`src/rtl/disp_frame_ctrl.sv`:
```
// Two-requester frame arbiter that pushes a 16-bit hex frame as four segment bytes to a display shift register.
// Optional macro DISP_LZB_EN enables leading-zero blanking of the pushed digits.
module disp_frame_ctrl #(
  parameter int unsigned SCAN_DIV = 50000,
  parameter int unsigned HOLD_CYC = 1000
) (
  input  logic        clk,
  input  logic        start,
  input  logic        req_a,
  input  logic [15:0] frame_a,
  input  logic        req_b,
  input  logic [15:0] frame_b,
  output logic        gnt_a,
  output logic        gnt_b,
  output logic        busy,
  output logic [7:0]  Y,
  output logic        OE,
  output logic        scan_sgn
);

  localparam int unsigned CNT_W = 21;

  typedef enum logic [1:0] {IDLE, PUSH, HOLD} state_t;

  state_t           state, state_nx;
  logic             ptr, ptr_nx;
  logic [1:0]       idx, idx_nx;
  logic [15:0]      frame_q, frame_nx;
  logic [CNT_W-1:0] hold_cnt, hold_nx;
  logic [CNT_W-1:0] scan_cnt;
  logic             gnt_a_nx, gnt_b_nx, oe_nx, busy_nx;
  logic [7:0]       y_nx;
  logic             pick_b;

  function automatic logic [7:0] hex_seg(input logic [3:0] nib);
    case (nib)
      4'h0: hex_seg = 8'hC0;
      4'h1: hex_seg = 8'hF9;
      4'h2: hex_seg = 8'hA4;
      4'h3: hex_seg = 8'hB0;
      4'h4: hex_seg = 8'h99;
      4'h5: hex_seg = 8'h92;
      4'h6: hex_seg = 8'h82;
      4'h7: hex_seg = 8'hF8;
      4'h8: hex_seg = 8'h80;
      4'h9: hex_seg = 8'h90;
      4'hA: hex_seg = 8'h88;
      4'hB: hex_seg = 8'h83;
      4'hC: hex_seg = 8'hC6;
      4'hD: hex_seg = 8'hA1;
      4'hE: hex_seg = 8'h86;
      default: hex_seg = 8'h8E;
    endcase
  endfunction

  // Segment byte for digit position pos (0 = rightmost nibble).
  function automatic logic [7:0] digit_seg(input logic [15:0] f, input logic [1:0] pos);
    logic [15:0] sh;
    sh = f >> {pos, 2'b00};
`ifdef DISP_LZB_EN
    if (pos != 2'd0 && sh == 16'd0) begin
      digit_seg = 8'hFF;
    end else begin
      digit_seg = hex_seg(sh[3:0]);
    end
`else
    digit_seg = hex_seg(sh[3:0]);
`endif
  endfunction

  // Round-robin: B wins when it is alone or when the pointer favours it.
  assign pick_b = req_b && (!req_a || ptr);

  always_ff @(posedge clk) begin
    if (start) begin
      state <= IDLE;
    end else begin
      state <= state_nx;
    end
  end

  always_comb begin
    state_nx = state;
    ptr_nx   = ptr;
    idx_nx   = idx;
    frame_nx = frame_q;
    hold_nx  = hold_cnt;
    gnt_a_nx = 1'b0;
    gnt_b_nx = 1'b0;
    oe_nx    = 1'b0;
    y_nx     = 8'hFF;
    case (state)
      IDLE: begin
        if (req_a || req_b) begin
          if (pick_b) begin
            gnt_b_nx = 1'b1;
            frame_nx = frame_b;
            ptr_nx   = 1'b0;
          end else begin
            gnt_a_nx = 1'b1;
            frame_nx = frame_a;
            ptr_nx   = 1'b1;
          end
          idx_nx   = 2'd0;
          state_nx = PUSH;
          oe_nx    = 1'b1;
          y_nx     = digit_seg(frame_nx, 2'd0);
        end
      end
      PUSH: begin
        if (idx == 2'd3) begin
          hold_nx  = '0;
          state_nx = (HOLD_CYC == 0) ? IDLE : HOLD;
        end else begin
          idx_nx = idx + 2'd1;
          oe_nx  = 1'b1;
          y_nx   = digit_seg(frame_q, idx + 2'd1);
        end
      end
      HOLD: begin
        if ((hold_cnt + CNT_W'(1)) >= CNT_W'(HOLD_CYC)) begin
          hold_nx  = '0;
          state_nx = IDLE;
        end else begin
          hold_nx = hold_cnt + CNT_W'(1);
        end
      end
      default: state_nx = IDLE;
    endcase
    busy_nx = (state_nx != IDLE);
  end

  // Datapath and registered outputs follow the next-state decode.
  always_ff @(posedge clk) begin
    if (start) begin
      ptr      <= 1'b0;
      idx      <= 2'd0;
      frame_q  <= 16'd0;
      hold_cnt <= '0;
      gnt_a    <= 1'b0;
      gnt_b    <= 1'b0;
      busy     <= 1'b0;
      OE       <= 1'b0;
      Y        <= 8'hFF;
    end else begin
      ptr      <= ptr_nx;
      idx      <= idx_nx;
      frame_q  <= frame_nx;
      hold_cnt <= hold_nx;
      gnt_a    <= gnt_a_nx;
      gnt_b    <= gnt_b_nx;
      busy     <= busy_nx;
      OE       <= oe_nx;
      Y        <= y_nx;
    end
  end

  // Free-running scan divider; scan_sgn is high in the cycle the counter sits at its wrap value.
  always_ff @(posedge clk) begin
    if (start) begin
      scan_cnt <= '0;
      scan_sgn <= 1'b0;
    end else begin
      scan_cnt <= (scan_cnt == CNT_W'(SCAN_DIV - 1)) ? '0 : scan_cnt + CNT_W'(1);
      scan_sgn <= (scan_cnt == CNT_W'(SCAN_DIV - 2));
    end
  end

endmodule

```
`config.mk`:
```
export PLATFORM = sky130hd
export DESIGN_NAME = disp_frame_ctrl
export DESIGN_NICKNAME = d
export VERILOG_FILES = /design/src/rtl/disp_frame_ctrl.sv
export SDC_FILE = /design/constraint.sdc
export NUM_CORES = 1
export LEC_CHECK = 0
export ABC_CLOCK_PERIOD_IN_PS = 2390
export BUFFER_PORTS_ARGS = -buffer_cell sky130_fd_sc_hd__buf_2
export CAP_MARGIN = 15
export CORE_ASPECT_RATIO = 1.2
export CORE_MARGIN = 1.5
export CORE_UTILIZATION = 53
export DETAILED_ROUTE_END_ITERATION = 10
export PLACE_DENSITY = 0.89
export SYNTH_ARGS = -nofsm -noshare
export SYNTH_HDL_FRONTEND = slang
export SYNTH_SLANG_ARGS = --single-unit
```
`constraint.sdc`:
```
create_clock -name clk -period 2.39 [get_ports clk]
set_input_delay 0.478 -clock clk [delete_from_list [all_inputs] [get_ports clk]]
set_output_delay 0.478 -clock clk [all_outputs]
set_load 0.03 [all_outputs]
```
== After elaboration in Yosys (flattened, before gate mapping) ==
Memories as Yosys holds them, arrays and structs flattened.
Index checks and enable logic that the tools add are counted.
Cells by class
  add/subtract/negate cells: 3
  $lt $le $gt $ge: 1
  equal/unequal tests: 8
  shift-type cells: 1
  multiplexer cells: 21
  bitwise logic cells: 2
  reductions and logical operators: 13
Operator list (number)
  16-bit two-way mux: 3
  21-bit by 1-bit adder with 21-bit output (second input constant): 2
  21-bit by 16-bit equality test with 1-bit output (second input constant): 2
  21-bit two-way mux: 2
  21-bit case mux with 2 select lines: 1
  21-bit by 10-bit >= comparator with 1-bit output (second input constant): 1
  8-bit two-way mux: 2
  8-bit case mux with 2 select lines: 1
  16-bit by 4-bit >> shifter with 4-bit output: 1
  2-bit two-way mux: 5
  2-bit != test (second input constant): 3
  2-bit case mux with 3 select lines: 1
  2-bit nonzero test: 3
  2-bit equality test (second input constant): 2
  1-bit two-way mux: 4
  2-bit case mux with 2 select lines: 1
  2-bit AND reduction: 2
  3-bit AND reduction: 1
  3-bit OR reduction: 1
  2-bit by 1-bit adder with 2-bit output (second input constant): 1
  2-bit by 1-bit equality test with 1-bit output (second input constant): 1
  2-bit zero test: 1
  1-bit logical OR: 2
  1-bit NOT: 2
  4 further kinds: 4
Storage, ports and cells
  register bits after elaboration: 76
  bits in read-only memories: 224
  bits of input ports: 36
  memories kept: 2
Memories
  (no name shown): words 16, bits a word 7, rd ports 1, clocked after memory_dff 0, wr ports 0, line 36  | case (nib)
  (no name shown): words 16, bits a word 7, rd ports 1, clocked after memory_dff 0, wr ports 0, line 36

== Longest topological paths before layout ==
An unclocked memory read counts as a cell.
  depth after elaboration: 9
  depth in mapped cells: 10
  depth with buffers taken out: 9

== Least setup slack after synthesis ==
OpenSTA, ideal clock, no wires.
  path kind: input to register
  start: input port req_a
  end: register Y[5]
  arrival time: 2.413 ns
  path slack: -0.152 ns
  stages: 10
  path buffers: 1
  cell sequence: inv_1 > o21ai_0 > buf_2 > mux2i_1 > inv_1 > ha_1 > mux2i_1 > nor2_1 > o41ai_1 > nand2_1
On the way
  word-level cells in the longest chain between the ends: 9
  elaborated cells on any way between the ends: 10
  classes of those cells: mux (5); reduce/logical (4); memory (1)
Ends and longest elaborated chain
  from (decl): line 9  | input logic req_a,
  1-bit zero test: line 72  | assign pick_b = req_b && (!req_a || ptr);
  1-bit logical OR: line 72
  1-bit logical AND: line 72
  16-bit two-way mux: line 95  | if (pick_b) begin
  16-bit two-way mux: line 94  | if (req_a || req_b) begin
  16-bit two-way mux: line 92  | case (state)
  memory 16 x 7 bit
  8-bit two-way mux (*): line 94
  8-bit case mux with 2 select lines (*): line 92
  to (signal assigned): line 154  | Y <= y_nx;
  to (decl): line 16  | output logic [7:0] Y,
Mark *: on every way between the ends. The rest lies on a longest branch, timed or not. The select of a mux whose other input is x is not followed.
A chain may end at the register's enable or synchronous reset.

== Worst setup path in the final report ==
  start: register hold_cnt[0]
  end: register hold_cnt[8]
On the way
  word-level cells in the longest chain between the ends: 4
Ends and longest elaborated chain
  from (decl): line 29  | logic [CNT_W-1:0] hold_cnt, hold_nx;
  from (signal assigned): line 149  | hold_cnt <= hold_nx;
  21-bit by 1-bit adder with 21-bit output (*): line 121, 125
  21-bit by 10-bit >= comparator with 1-bit output: line 121  | if ((hold_cnt + CNT_W'(1)) >= CNT_W'(HOLD_CYC)) begin
  21-bit two-way mux (*): line 121
  21-bit case mux with 2 select lines (*): line 92
Mark *: on every way between the ends. The rest lies on a longest branch, timed or not.

==> flow_summary.toml <==
[clocking]
cts_tree = "done"
cts.clk_slew.worst_paths_ns = 0.08
cts_hold_buf = 0
clock_path_buffers = 2
ctsRootBufferMaster = "clkbuf_8"
clock_latency_ns = 0.36
htree_levels = 3
cts_buffers = 9
cts.sinks = 75

[placement]
place_hpwl_mm = 7.12
port_buffers = 47
pre_cts_ws_ns = -0.0377
gp_congestion = 0.921

[worst_setup_path]
reg2reg_setup_slack_ns = -0.03
cp-start-kind = "flip-flop"
worstSetupEndpointType = "flip-flop"
required_ns = 2.69
critical_path_class = "reg -> reg"
cp_max_fo = 5
arrival_ns = 2.72

[logic_synthesis]
synth-edff-count = 0
netlist_area_mm2 = 0.00404
yosysSeqAreaShare_pct = 37.2
ys_seq_elements = 75
synth_ff_type = "dfxtp_1"
synth_nets = 514
ys_types = 61
yosysTopAreaCell = "dfxtp_1"
synth_async_sr_flop_share_pct = 0
yosysTopAreaCellShare_pct = 37.2
ys_warn_count = 0
synthCells = 462
syn-mean-instance-area_um2 = 8.75
netlist_top_cells_area = "dfxtp_1 37%, mux2i_1 5.7%, nor2_1 5.4%"

[pwr]
power.switching_mw = 0.885
ir_worst_vdd_mv = 0.405
powerDensity_mw_per_mm2 = 624
power_frac_clock_pct = 36.2
combPwrFrac_pct = 19.8
p_sw_share_pct = 28.8
p_leak_nw = 2.05
internal-power_mw = 2.19
seqPwrFrac_pct = 44.0

[grt]
grt_pass1_vias = 3789
grt-ovfl-total = 0
antenna_found_initial = 0
grt_max_degree = 30
grt_usage_pct = 27.0
grt_pass1_wl_mm = 17.0

[floorplanning]
io_pins = 49
die_h_um = 98.7
start_util_pct = 55.2
fp.coreArea_mm2 = 0.00732
std_cell_rows = 34
die_x_um = 82.7
dieArea_mm2 = 0.00816

[timing]
fin_crit_ns = 2.42
worst_pin_slew_ns = 0.922
fmax_mhz = 413
hold_violations = 0
drv_slew = 0
rsz0062_at_grt = "yes"
tns_ns = -0.0958
skew_ns = 0.00877
setup_viol = 5
finalWorstSetupSlack_ns = -0.0327
slew_headroom_pct = 38.0
finalCritPeriodShare_pct = 101

[routing]
vias = 3918
drt_wl_total_mm = 10.8
ant_nets = 0
remaining_drc_errors = 0
first_iter_violations = 240
dr.pass1.iters = 5
viasPerCell = 6.24
wire_per_inst_um = 17.2

[hold_path]
hp-class = "in -> reg"

[layout]
final_cell_mix = "68 x dfxtp_1, 58 x nor2_1, 49 x nand2_1"
final_nets = 585
antenna_cells = 0
layout-drive-gt1-share_pct = 26.8
syn2layout_area_growth_pct = 22.0
mostFrequentLayoutCell = "dfxtp_1"

[job]
maxCapViolCount = 0

[run_status]
failed_checks = "negative setup slack"
outcome = "finished with violations"
sequential cells by signal, summed over array words and instances, names as in the netlist, 2 cells and up:
register,cells
Y,7
frame_q,16
hold_cnt,21
idx,2
scan_cnt,21
state,2
what timing repair did:
| action | CTS | global route |
|---|---|---|
| gates cloned | 0 | 0 |
| setup endpoints to repair | 10 | 14 |
| pin swaps | 3 | 14 |
| resized for setup | 9 | 18 |
| setup buffers | 0 | 4 |
worst paths after layout:
check,startpoint,end,cells past startpoint
worst max-delay path,hold_cnt[0]$_SDFFE_PP0P_,hold_cnt[8]$_SDFFE_PP0P_,9
worst min-delay path,req_a,busy$_SDFF_PP0_,3
worst max register to register,hold_cnt[0]$_SDFFE_PP0P_,hold_cnt[8]$_SDFFE_PP0P_,9
worst min register to register,scan_cnt[0]$_SDFF_PP0_,scan_cnt[0]$_SDFF_PP0_,1
through the flow:
step / hold WS (ns) / total power [mW] / utilization (%) / area (um^2) / cells
6_report: 0.413 / 3.08 / 67.4 / 4930 / 628
3_3_place_gp: 0.459 / 1.90 / 62.1 / 4540 / 605
2_1_floorplan: 0.441 / 1.75 / - / 4080 / 462
3_5_place_dp: 0.467 / 1.93 / 62.1 / 4540 / 605
4_1_cts: 0.411 / 3.02 / 65.7 / 4810 / 621
5_1_grt: 0.439 / 3.18 / 67.4 / 4930 / 628
Yosys cell counts (all sizes together) (2+ instances only):
master    n
o22ai     2
mux4      5
o211ai    5
mux2      3
or3       6
nand3    21
nor2b     2
ha       16
buf      10
or4       3
nor3      9
a21oi    10
a41oi     2
nand4     8
a211o     2
nor2     58
or2       2
a211oi   17
o2111ai   4
and4      4
clkbuf   15
o2111a    2
xor2     15
nor4      7
inv      12
nor3b     2
dfxtp    75
a21boi    2
a31oi     2
xnor2     4
mux2i    23
and2     11
o31ai     3
o21ai    19
o21a      2
nand3b    3
nand2    50
o221ai    2
nand2b    6
and3      7
cells by family (layout without fill, tap and decap cells):
logic type,Yosys count,count (layout),share of synthesized area (%)
AOI/OAI and AO/OA,81,81,14.2
xor gates and xnor gates,19,19,4.12
adders and majority gates,16,16,4.95
buffers and inverters,37,113,4.15
DFF,75,75,37.2
muxes,31,31,9.32
other,1,1,0.0928
and+or+nand+nor,202,202,26.0
worst max-delay path, cell delays in order, from the launching register on:
cell,delay (ns)
dfxtp_2,0.36
ha_4,0.18
nand3_4,0.10
nor4_4,0.40
a41oi_2,0.15
or4_4,0.51
a211oi_4,0.27
buf_6,0.16
o2111ai_1,0.12
nand2_1,0.11
power groups by stage:
stage	registers, mW	clock network [mW]	logic, mW
finish	1.35	1.11	0.610
floorplan	1.41	0	0.342
CTS	1.35	1.11	0.566
global route	1.36	1.17	0.654
detailed placement	1.38	0	0.555
global placement	1.37	0	0.526
final cells by class:
type	instances	area (um^2)
clock inverter	6	88.8
tap	90	113
timing repair buffer	85	532
clock buffer	10	138
inverter	12	45.0
sequential	75	1510
fill	539	2390
multi-input combinational	350	2500
routing by layer:
metal | GRT usage, % | share of wire (%)
met3 | 5.46 | 6.3
met5 | 0 | 0
met1 | 29.5 | 38
met2 | 46.2 | 51
met4 | 17.2 | 5.5
No activity file was read; power rests on OpenSTA's default activity.
